===== src/rtl/uart_pkg.sv =====
// Shared UART definitions: transmit sequencer state encoding and default byte constants.
`timescale 1ns/1ps
package uart_pkg;

   localparam int unsigned BYTE_W = 8;
   localparam logic [BYTE_W-1:0] HB_BYTE_DEFAULT = 8'hAA;

   typedef enum logic [1:0] {
      ST_IDLE  = 2'd0,
      ST_ISSUE = 2'd1,
      ST_GUARD = 2'd2,
      ST_DRAIN = 2'd3
   } tx_state_e;

endpackage


===== src/rtl/sync_byte_fifo.sv =====
// Single-clock circular byte FIFO with registered full/empty/level flags.
`timescale 1ns/1ps
module sync_byte_fifo
   import uart_pkg::*;
#(
   parameter int unsigned DEPTH = 16
) (
   input  logic                     clk_50,
   input  logic                     rst_n,
   input  logic                     push,
   input  logic [BYTE_W-1:0]        wr_data,
   input  logic                     pop,
   output logic [BYTE_W-1:0]        rd_data_c,
   output logic                     full,
   output logic                     empty,
   output logic [$clog2(DEPTH):0]   level
);

   localparam int unsigned AW = $clog2(DEPTH);
   localparam int unsigned LW = AW + 1;

   logic [BYTE_W-1:0] mem [DEPTH];
   logic [AW-1:0]     wr_ptr;
   logic [AW-1:0]     rd_ptr;
   logic [LW-1:0]     count_nxt;
   logic              do_push;
   logic              do_pop;

   assign do_push   = push && !full;
   assign do_pop    = pop && !empty;
   assign rd_data_c = mem[rd_ptr];

   always_comb begin
      count_nxt = level;
      if (do_push && !do_pop) begin
         count_nxt = level + LW'(1);
      end else if (!do_push && do_pop) begin
         count_nxt = level - LW'(1);
      end
   end

   // Pointers wrap naturally because DEPTH is a power of two.
   always_ff @(posedge clk_50 or negedge rst_n) begin
      if (!rst_n) begin
         wr_ptr <= '0;
         rd_ptr <= '0;
         level  <= '0;
         full   <= 1'b0;
         empty  <= 1'b1;
      end else begin
         if (do_push) wr_ptr <= wr_ptr + AW'(1);
         if (do_pop)  rd_ptr <= rd_ptr + AW'(1);
         level <= count_nxt;
         full  <= (count_nxt == LW'(DEPTH));
         empty <= (count_nxt == LW'(0));
      end
   end

   always_ff @(posedge clk_50) begin
      if (do_push) mem[wr_ptr] <= wr_data;
   end

endmodule


===== src/rtl/uart_resp_queue.sv =====
// Response byte queue and uart_tx sequencer; inserts a coalesced heartbeat only when
// no response bytes are queued, in flight, or part of an unfinished frame.
`timescale 1ns/1ps
module uart_resp_queue
   import uart_pkg::*;
#(
   parameter int unsigned       DEPTH   = 16,
   parameter logic [BYTE_W-1:0] HB_BYTE = HB_BYTE_DEFAULT
) (
   input  logic                     clk_50,
   input  logic                     rst_n,
   input  logic                     resp_wr,
   input  logic [BYTE_W-1:0]        resp_data,
   input  logic                     resp_eof,
   output logic                     resp_full,
   output logic [$clog2(DEPTH):0]   resp_level,
   output logic                     ovf,
   input  logic                     ovf_clr,
   input  logic                     hb_tick,
   input  logic                     hb_en,
   output logic [BYTE_W-1:0]        tx_data,
   output logic                     tx_send,
   input  logic                     tx_busy
);

   tx_state_e         state;
   tx_state_e         state_nxt;
   logic [BYTE_W-1:0] tx_data_nxt;
   logic              tx_send_nxt;
   logic              pop_c;
   logic              hb_issue_c;
   logic              push_ok;
   logic              fifo_empty;
   logic [BYTE_W-1:0] fifo_rd_c;
   logic              frame_open;
   logic              hb_req_q;
   logic              hb_pending;

   assign push_ok = resp_wr && !resp_full;

   sync_byte_fifo #(.DEPTH(DEPTH)) u_fifo (
      .clk_50    (clk_50),
      .rst_n     (rst_n),
      .push      (push_ok),
      .wr_data   (resp_data),
      .pop       (pop_c),
      .rd_data_c (fifo_rd_c),
      .full      (resp_full),
      .empty     (fifo_empty),
      .level     (resp_level)
   );

   // Next-state and registered-output decode.
   always_comb begin
      state_nxt   = state;
      tx_data_nxt = tx_data;
      tx_send_nxt = 1'b0;
      pop_c       = 1'b0;
      hb_issue_c  = 1'b0;
      case (state)
         ST_IDLE: begin
            if (!tx_busy) begin
               if (!fifo_empty) begin
                  tx_data_nxt = fifo_rd_c;
                  tx_send_nxt = 1'b1;
                  pop_c       = 1'b1;
                  state_nxt   = ST_ISSUE;
               end else if (!frame_open && hb_pending) begin
                  tx_data_nxt = HB_BYTE;
                  tx_send_nxt = 1'b1;
                  hb_issue_c  = 1'b1;
                  state_nxt   = ST_ISSUE;
               end
            end
         end
         ST_ISSUE: state_nxt = ST_GUARD;
         // uart_tx raises busy one cycle after the strobe, so it is not trusted here.
         ST_GUARD: state_nxt = ST_DRAIN;
         ST_DRAIN: begin
            if (!tx_busy) state_nxt = ST_IDLE;
         end
         default:  state_nxt = ST_IDLE;
      endcase
   end

   always_ff @(posedge clk_50 or negedge rst_n) begin
      if (!rst_n) begin
         state   <= ST_IDLE;
         tx_data <= '0;
         tx_send <= 1'b0;
      end else begin
         state   <= state_nxt;
         tx_data <= tx_data_nxt;
         tx_send <= tx_send_nxt;
      end
   end

   // Frame tracking, heartbeat coalescing and sticky overflow.
   always_ff @(posedge clk_50 or negedge rst_n) begin
      if (!rst_n) begin
         frame_open <= 1'b0;
         hb_req_q   <= 1'b0;
         hb_pending <= 1'b0;
         ovf        <= 1'b0;
      end else begin
         if (push_ok) frame_open <= !resp_eof;
         hb_req_q <= hb_tick && hb_en;
         if (!hb_en) begin
            hb_pending <= 1'b0;
         end else if (hb_req_q) begin
            hb_pending <= 1'b1;
         end else if (hb_issue_c) begin
            hb_pending <= 1'b0;
         end
         if (resp_wr && resp_full) begin
            ovf <= 1'b1;
         end else if (ovf_clr) begin
            ovf <= 1'b0;
         end
      end
   end

endmodule


===== config.mk =====
export PLATFORM = sky130hd
export DESIGN_NAME = uart_resp_queue
export DESIGN_NICKNAME = d
export VERILOG_FILES = /design/src/rtl/uart_pkg.sv /design/src/rtl/sync_byte_fifo.sv /design/src/rtl/uart_resp_queue.sv
export SDC_FILE = /design/constraint.sdc
export NUM_CORES = 1
export LEC_CHECK = 0
export CORE_MARGIN = 3
export CORE_UTILIZATION = 45
export CTS_BUF_LIST = sky130_fd_sc_hd__clkbuf_8 sky130_fd_sc_hd__clkbuf_16
export CTS_CLUSTER_SIZE = 20
export DETAILED_ROUTE_END_ITERATION = 16
export MAX_ROUTING_LAYER = met4
export SLEW_MARGIN = 15
export SYNTH_ARGS = -nofsm -noshare
export SYNTH_HDL_FRONTEND = slang
export SYNTH_SLANG_ARGS = --single-unit

===== constraint.sdc =====
create_clock -name clk_50 -period 2.1 [get_ports clk_50]
set_input_delay 0.21 -clock clk_50 [delete_from_list [all_inputs] [get_ports clk_50]]
set_output_delay 0.21 -clock clk_50 [all_outputs]
set_load 0.02 [all_outputs]

==> results of run 1 <==
per-stage QoR:
stage	util (%)	hold slack [ns]	TNS, ns	setup slack [ns]	area, µm²
finish	56.3	0.197	0	0.0875	7630
detailed placement	51.9	0.457	0	0.0484	7040
global placement	51.9	0.454	0	0.139	7040
floorplan	-	-0.0856	0	0.163	6370
CTS	56.1	0.194	0	0.0465	7610
global route	56.3	0.227	-0.0439	-0.0439	7630
critical path, delay by kind of cell (launching register included):
kind / cells / cell delay (ns)
compound gates: 1 / 0.35
fa+ha+maj: 1 / 0.22
simple gates: 4 / 0.82
buf+inv: 1 / 0.12
flops: 1 / 0.38
synthesized netlist by cell type (2+ instances only):
library cell	n
sky130_fd_sc_hd__edfxtp_1	128
sky130_fd_sc_hd__mux2i_1	14
sky130_fd_sc_hd__nor3_2	2
sky130_fd_sc_hd__or3_1	2
sky130_fd_sc_hd__o31ai_1	2
sky130_fd_sc_hd__o21a_1	2
sky130_fd_sc_hd__clkbuf_1	6
sky130_fd_sc_hd__and2_1	2
sky130_fd_sc_hd__dfrtp_1	29
sky130_fd_sc_hd__o22ai_1	6
sky130_fd_sc_hd__nand2b_1	3
sky130_fd_sc_hd__ha_1	11
sky130_fd_sc_hd__buf_2	7
sky130_fd_sc_hd__nor3_1	6
sky130_fd_sc_hd__a21oi_1	6
sky130_fd_sc_hd__nor2_1	28
sky130_fd_sc_hd__nor3b_1	2
sky130_fd_sc_hd__xnor2_1	8
sky130_fd_sc_hd__a22oi_1	6
sky130_fd_sc_hd__o21ai_0	8
sky130_fd_sc_hd__mux4_2	28
sky130_fd_sc_hd__inv_1	11
sky130_fd_sc_hd__nor2b_1	4
sky130_fd_sc_hd__nand4_1	2
sky130_fd_sc_hd__a311oi_1	4
sky130_fd_sc_hd__mux2_2	2
sky130_fd_sc_hd__nand2_1	17
final cells by class:
cell class / count / area (µm²)
fill: 1052 / 5930
clock inverter: 14 / 151
timing repair buffer: 55 / 528
clock buffer: 17 / 425
multi-input combinational: 178 / 1670
sequential: 158 / 4600
inverter: 11 / 41.3
tap: 176 / 220
final timing paths:
path                                from            to  slack (ns)  cells past startpoint
worst max-delay path            state[0]   u_fifo.full        0.09                      7
worst min-delay path               rst_n   u_fifo.full        0.20                      2
worst max register to register  state[0]   u_fifo.full        0.09                      7
worst min register to register  hb_req_q    hb_pending        0.47                      1
max in group asynchronous          rst_n  u_fifo.empty        1.57                      2
min in group clk_50                hb_en    hb_pending        0.35                      2
kinds of logic (layout without fill, tap and decap cells):
family | Yosys count | count (layout) | synth area share, %
AO/OA/AOI/OAI | 39 | 39 | 4.13
XOR/XNOR | 9 | 9 | 1.24
adder cells (fa/ha/maj) | 11 | 11 | 2.16
buffers and inverters | 27 | 97 | 1.91
flip-flops | 158 | 158 | 72.2
multiplexers | 44 | 44 | 12.5
AND/OR/NAND/NOR | 75 | 75 | 5.93
power breakdown:
group	total (mW)	internal (mW)	switching (mW)
combinational	3.14	1.48	1.66
sequential	4.21	3.90	0.314
clock	2.99	1.84	1.15
flip-flops by register name (all words and copies together) (netlist names), 2 cells and up:
name           cells
u_fifo.wr_ptr      4
u_fifo.rd_ptr      4
u_fifo.mem       128
u_fifo.level       5
state              2
tx_data            8
metal layers:
metal | wire, µm | global-route usage, %
met1 | 5600 | 25.2
met2 | 5850 | 25.4
met3 | 778 | 3.88
met4 | 272 | 6.25
met5 | 0 | -
what timing repair did:
action                                  in CTS  in global routing
resized for setup                            0                  3
endpoints found under the setup margin       0                  2
setup buffers                                0                  0
hold buffers                                 0                  0
==> impl_metrics.ini, run 1 <==
[run_status]
status = finished, final reports clean

[worst_setup_path]
slowest_delay_ns = 0.41
crit_fanout = 5
crit_path_end_kind = register
data_required_time_of_the_critical_path_ns = 2.39
timing.critical_path.from_type = register
critPathSlowestCell = sky130_fd_sc_hd__or3b_4
critPathArrivalTime_ns = 2.30
path_cells = inv_1 -> ha_2 -> or3b_4 -> nor2_1 -> nor4_1 -> o32ai_2 -> nor3b_2
setup.worst_path.class = register to register

[global_routing]
grt_pass1_vias = 3425
gr-total-overflow = 0
grt_start_max_net_pins = 34
grt_pass1_wl_um = 20000
grt_util_all_layers_pct = 17.7
antenna_violations_before_repair = 0

[power_and_ir_drop]
irDropWorstVdd_v = 0.000580
power.density_nw_per_um2 = 1360
leakagePower_nw = 2.67
report.power.total_mw = 10.3

[drt]
detailedRoute.firstIterationViolations = 359
wirelength_um = 12500
antenna_left = 0
routed_vias_inst = 5.50
via_count = 3351
detailedRoute.firstPassIterationCount = 4
drc = 0
routed_wirelength_normalized_by_instance_count_um = 20.5

[clocking]
total_cts_buffers = 17
clk_latency_ns = 0.42
cts_root_buf = sky130_fd_sc_hd__clkbuf_16
tritoncts_clock_tree = done
clkTransAtPathRegs_ns = 0.06
clock_sinks = 158
cts_buffer_depth = 2
htree_num_levels = 4

[job]
max_capacitance_violation_count = 0

[sta]
clock_skew_ns = 0.00617
post-route-period-util_pct = 95.8
setup-violations-final = 0
transition_time_at_the_pin_with_the_least_slew_margin_ns = 0.612
fmax_ghz = 0.497
worst_slew_margin_rel_pct = 59.0
report.final.slew_viol_count = 0
final-hold-violation-count = 0
final.min_clock_period_ns = 2.01

[synth]
postSynthNetCount = 390
syn_avg_cell_area_um2 = 17.5
synth_enable_flop_cells = 128
postSynthRegisterBits = 158
synthesis.area_um2 = 6370
netlist_instances = 363
synth.distinct_cells = 44
async_reset_ff_share_pct = 19.0
synth.yosys.warnings = 0
most_common_flop_cell_mapped_by_yosys = sky130_fd_sc_hd__edfxtp_1
seq_area_frac_synth_pct = 72.2
netlist.area_leader.share_pct = 60.4
synth.area.top_cells = sky130_fd_sc_hd__edfxtp_1 (60%), sky130_fd_sc_hd__dfrtp_1 (11%), sky130_fd_sc_hd__mux4_2 (9.9%)
synth.largest_area_cell = sky130_fd_sc_hd__edfxtp_1

[floorplan]
ioPinCount = 32
core_area_um2 = 13600
std_cell_rows = 42
die_w_um = 125
die_height_um = 125
start_util_pct = 47.0
die_area_um2 = 15600

[place]
place.detailed.instances = 578
globalplace.congestion = 0.851
dp_hpwl_um = 7970
buffer_ports.inserted = 31

[cells_and_area]
final_net_count = 448
area_growth_pct = 19.8
layout.cells.non_filler = 609
leading_cell_types_in_the_layout_fill_and_taps_excluded = sky130_fd_sc_hd__edfxtp_1 (128), sky130_fd_sc_hd__clkdlybuf4s50_1 (31), sky130_fd_sc_hd__dfrtp_1 (29), sky130_fd_sc_hd__nor2_1 (28), sky130_fd_sc_hd__mux4_2 (28)
antenna-diode-count = 0
layout-drive-gt1-share_pct = 20.6
layout_commonest_cell = sky130_fd_sc_hd__edfxtp_1

[worst_hold_path]
timing.hold.worst.class = input port to async pin
No activity file was read; power rests on OpenSTA's default activity.
==> inputs of run 2 (changes only) <==
--- a/config.mk
+++ b/config.mk
@@ -6,11 +6,11 @@
 export NUM_CORES = 1
 export LEC_CHECK = 0
 export CORE_MARGIN = 3
-export CORE_UTILIZATION = 45
-export CTS_BUF_LIST = sky130_fd_sc_hd__clkbuf_8 sky130_fd_sc_hd__clkbuf_16
+export CORE_UTILIZATION = 50
 export CTS_CLUSTER_SIZE = 20
 export DETAILED_ROUTE_END_ITERATION = 16
 export MAX_ROUTING_LAYER = met4
+export PLACE_DENSITY = 0.68
 export SLEW_MARGIN = 15
 export SYNTH_ARGS = -nofsm -noshare
 export SYNTH_HDL_FRONTEND = slang
==> run 2 against run 1 <==
Against the previous run: non-clock buffer count increased by 9; clock skew increased by 0.00091 ns; combinational power increased by 1%; fmax decreased by 0.14%; sequential cell count unchanged; sequential power about the same; wire length decreased by 1.4%; largest power group unchanged; global-route usage increased by 1.6 points; hold slack got worse by 0.0057 ns; die area decreased by 9.5%.
==> impl_metrics.ini, run 2 (synthesized netlist as in run 1, its figures left out) <==
[drt]
routed_vias_inst = 5.61
met1_length_um = 5550
drc = 0
detailedRoute.firstPassIterationCount = 5
met2_wirelength_from_detailed_routing_um = 6030
via_count = 3429
routed_wirelength_normalized_by_instance_count_um = 20.2
wl_met3_um = 634
wirelength_um = 12300
routed.top_layer = met4
detailedRoute.firstIterationViolations = 422
antenna_left = 0

[cells_and_area]
largest_register_ffs = 128
layout-drive-gt1-share_pct = 23.3
final_cell_area_um2 = 7670
leading_cell_types_in_the_layout_fill_and_taps_excluded = sky130_fd_sc_hd__edfxtp_1 (128), sky130_fd_sc_hd__clkdlybuf4s50_1 (31), sky130_fd_sc_hd__buf_4 (30), sky130_fd_sc_hd__dfrtp_1 (29), sky130_fd_sc_hd__mux4_2 (28)
antenna-diode-count = 0
layout_commonest_cell = sky130_fd_sc_hd__edfxtp_1
top_regs = u_fifo.mem (128), tx_data (8), u_fifo.level (5)
register_with_the_most_flip_flops = u_fifo.mem
final_net_count = 457
area_growth_pct = 20.5

[sta]
final.min_clock_period_ns = 2.02
clock_skew_ns = 0.00708
report.final.slew_viol_count = 0
transition_time_at_the_pin_with_the_least_slew_margin_ns = 0.620
post-route-worst-setup-slack_ns = 0.0848
worst_slew_margin_rel_pct = 58.5
hold_ws_ns = 0.192
post-route-period-util_pct = 96.0
final-hold-violation-count = 0
grt_setup_unrepaired = no
setup-violations-final = 0
fmax_ghz = 0.496
fin_tns_setup_ns = 0

[worst_setup_path]
crit_path_end_kind = register
rr_startpoint = state[0]
startpoint = state[0]
crit_fanout = 5
timing.critical_path.from_type = register
data_required_time_of_the_critical_path_ns = 2.43
critPathArrivalTime_ns = 2.35
setup.worst_path.class = register to register

[place]
buffer_ports.inserted = 31
dpl_cell_area_um2 = 7090
globalplace.congestion = 0.793
dp_hpwl_um = 8090
pre_cts_ws_ns = 0.0462

[clocking]
htree_num_levels = 4
cts_hold_buf = 0
total_cts_buffers = 17
clk_latency_ns = 0.42
clock_sinks = 158
cts_root_buf = sky130_fd_sc_hd__clkbuf_16
cts_buffer_depth = 2
clkTransAtPathRegs_ns = 0.06
postCtsSetupBuffers = 0
tritoncts_clock_tree = done

[power_and_ir_drop]
report.power.total_mw = 10.3
power.density_nw_per_um2 = 1340
leakagePower_nw = 2.70
irDropWorstVdd_v = 0.000658

[job]
max_capacitance_violation_count = 0

[global_routing]
gr-total-overflow = 0
grt_pass1_wl_um = 19700
grt_util_all_layers_pct = 19.3
grt_pass1_vias = 3489
antenna_violations_before_repair = 0
grt_start_max_net_pins = 31

[floorplan]
ioPinCount = 32
std_cell_rows = 40
die_area_um2 = 14100
die_height_um = 119
die_w_um = 119
start_util_pct = 52.1
core_area_um2 = 12200

[worst_hold_path]
timing.hold.worst.class = input port to async pin

[run_status]
status = finished, final reports clean
## run 2: stage by stage
step	cells	util, %
3_5_place_dp	579	58.1
2_1_floorplan	363	-
3_3_place_gp	579	58.1
5_1_grt	611	62.8
4_1_cts	611	62.7
6_report	611	62.8
## run 2: repair_timing
item                                    4_1_cts  5_1_grt
resized for setup                             0        3
endpoints found under the hold margin         0        0
endpoints found under the setup margin        0        2
## run 2: critical path, stage by stage, from the launching register on
cell and delay, ns:
sky130_fd_sc_hd__dfrtp_1 0.38, sky130_fd_sc_hd__inv_1 0.14, sky130_fd_sc_hd__ha_2 0.23, sky130_fd_sc_hd__or3b_4 0.42, sky130_fd_sc_hd__and3_4 0.20, sky130_fd_sc_hd__nor3_2 0.23
sky130_fd_sc_hd__o32ai_2 0.14, sky130_fd_sc_hd__nor3b_1 0.20
## run 2: cell type report
cell class / instances / area, µm²
Clock inverter: 14 / 136
Multi-Input combinational cell: 178 / 1660
Tap cell: 168 / 210
Sequential cell: 158 / 4600
Inverter: 11 / 41.3
Fill cell: 897 / 4540
Clock buffer: 18 / 429
Timing Repair Buffer: 64 / 596
## run 2: power breakdown
part | internal (mW) | total [mW] | switching [mW]
sequential | 3.90 | 4.23 | 0.332
combinational | 1.52 | 3.18 | 1.66
clock | 1.65 | 2.91 | 1.25
total | 7.07 | 10.3 | 3.25
## run 2: path summary, 6_finish.rpt
| path | end | slack [ns] | cells past startpoint |
|---|---|---|---|
| min in group clk_50 | hb_pending | 0.34 | 2 |
| min | u_fifo.level[3] | 0.19 | 2 |
| max | u_fifo.full | 0.08 | 7 |
| max reg2reg | u_fifo.full | 0.08 | 7 |
| max in group asynchronous | u_fifo.empty | 1.58 | 2 |
| min reg2reg | hb_pending | 0.47 | 1 |
## run 2: layer usage
layer	vias to the layer above	track usage, %
met5	-	-
met3	12	4.84
met4	0	5.72
met2	108	28.1
li1	1551	-
met1	1758	27.3
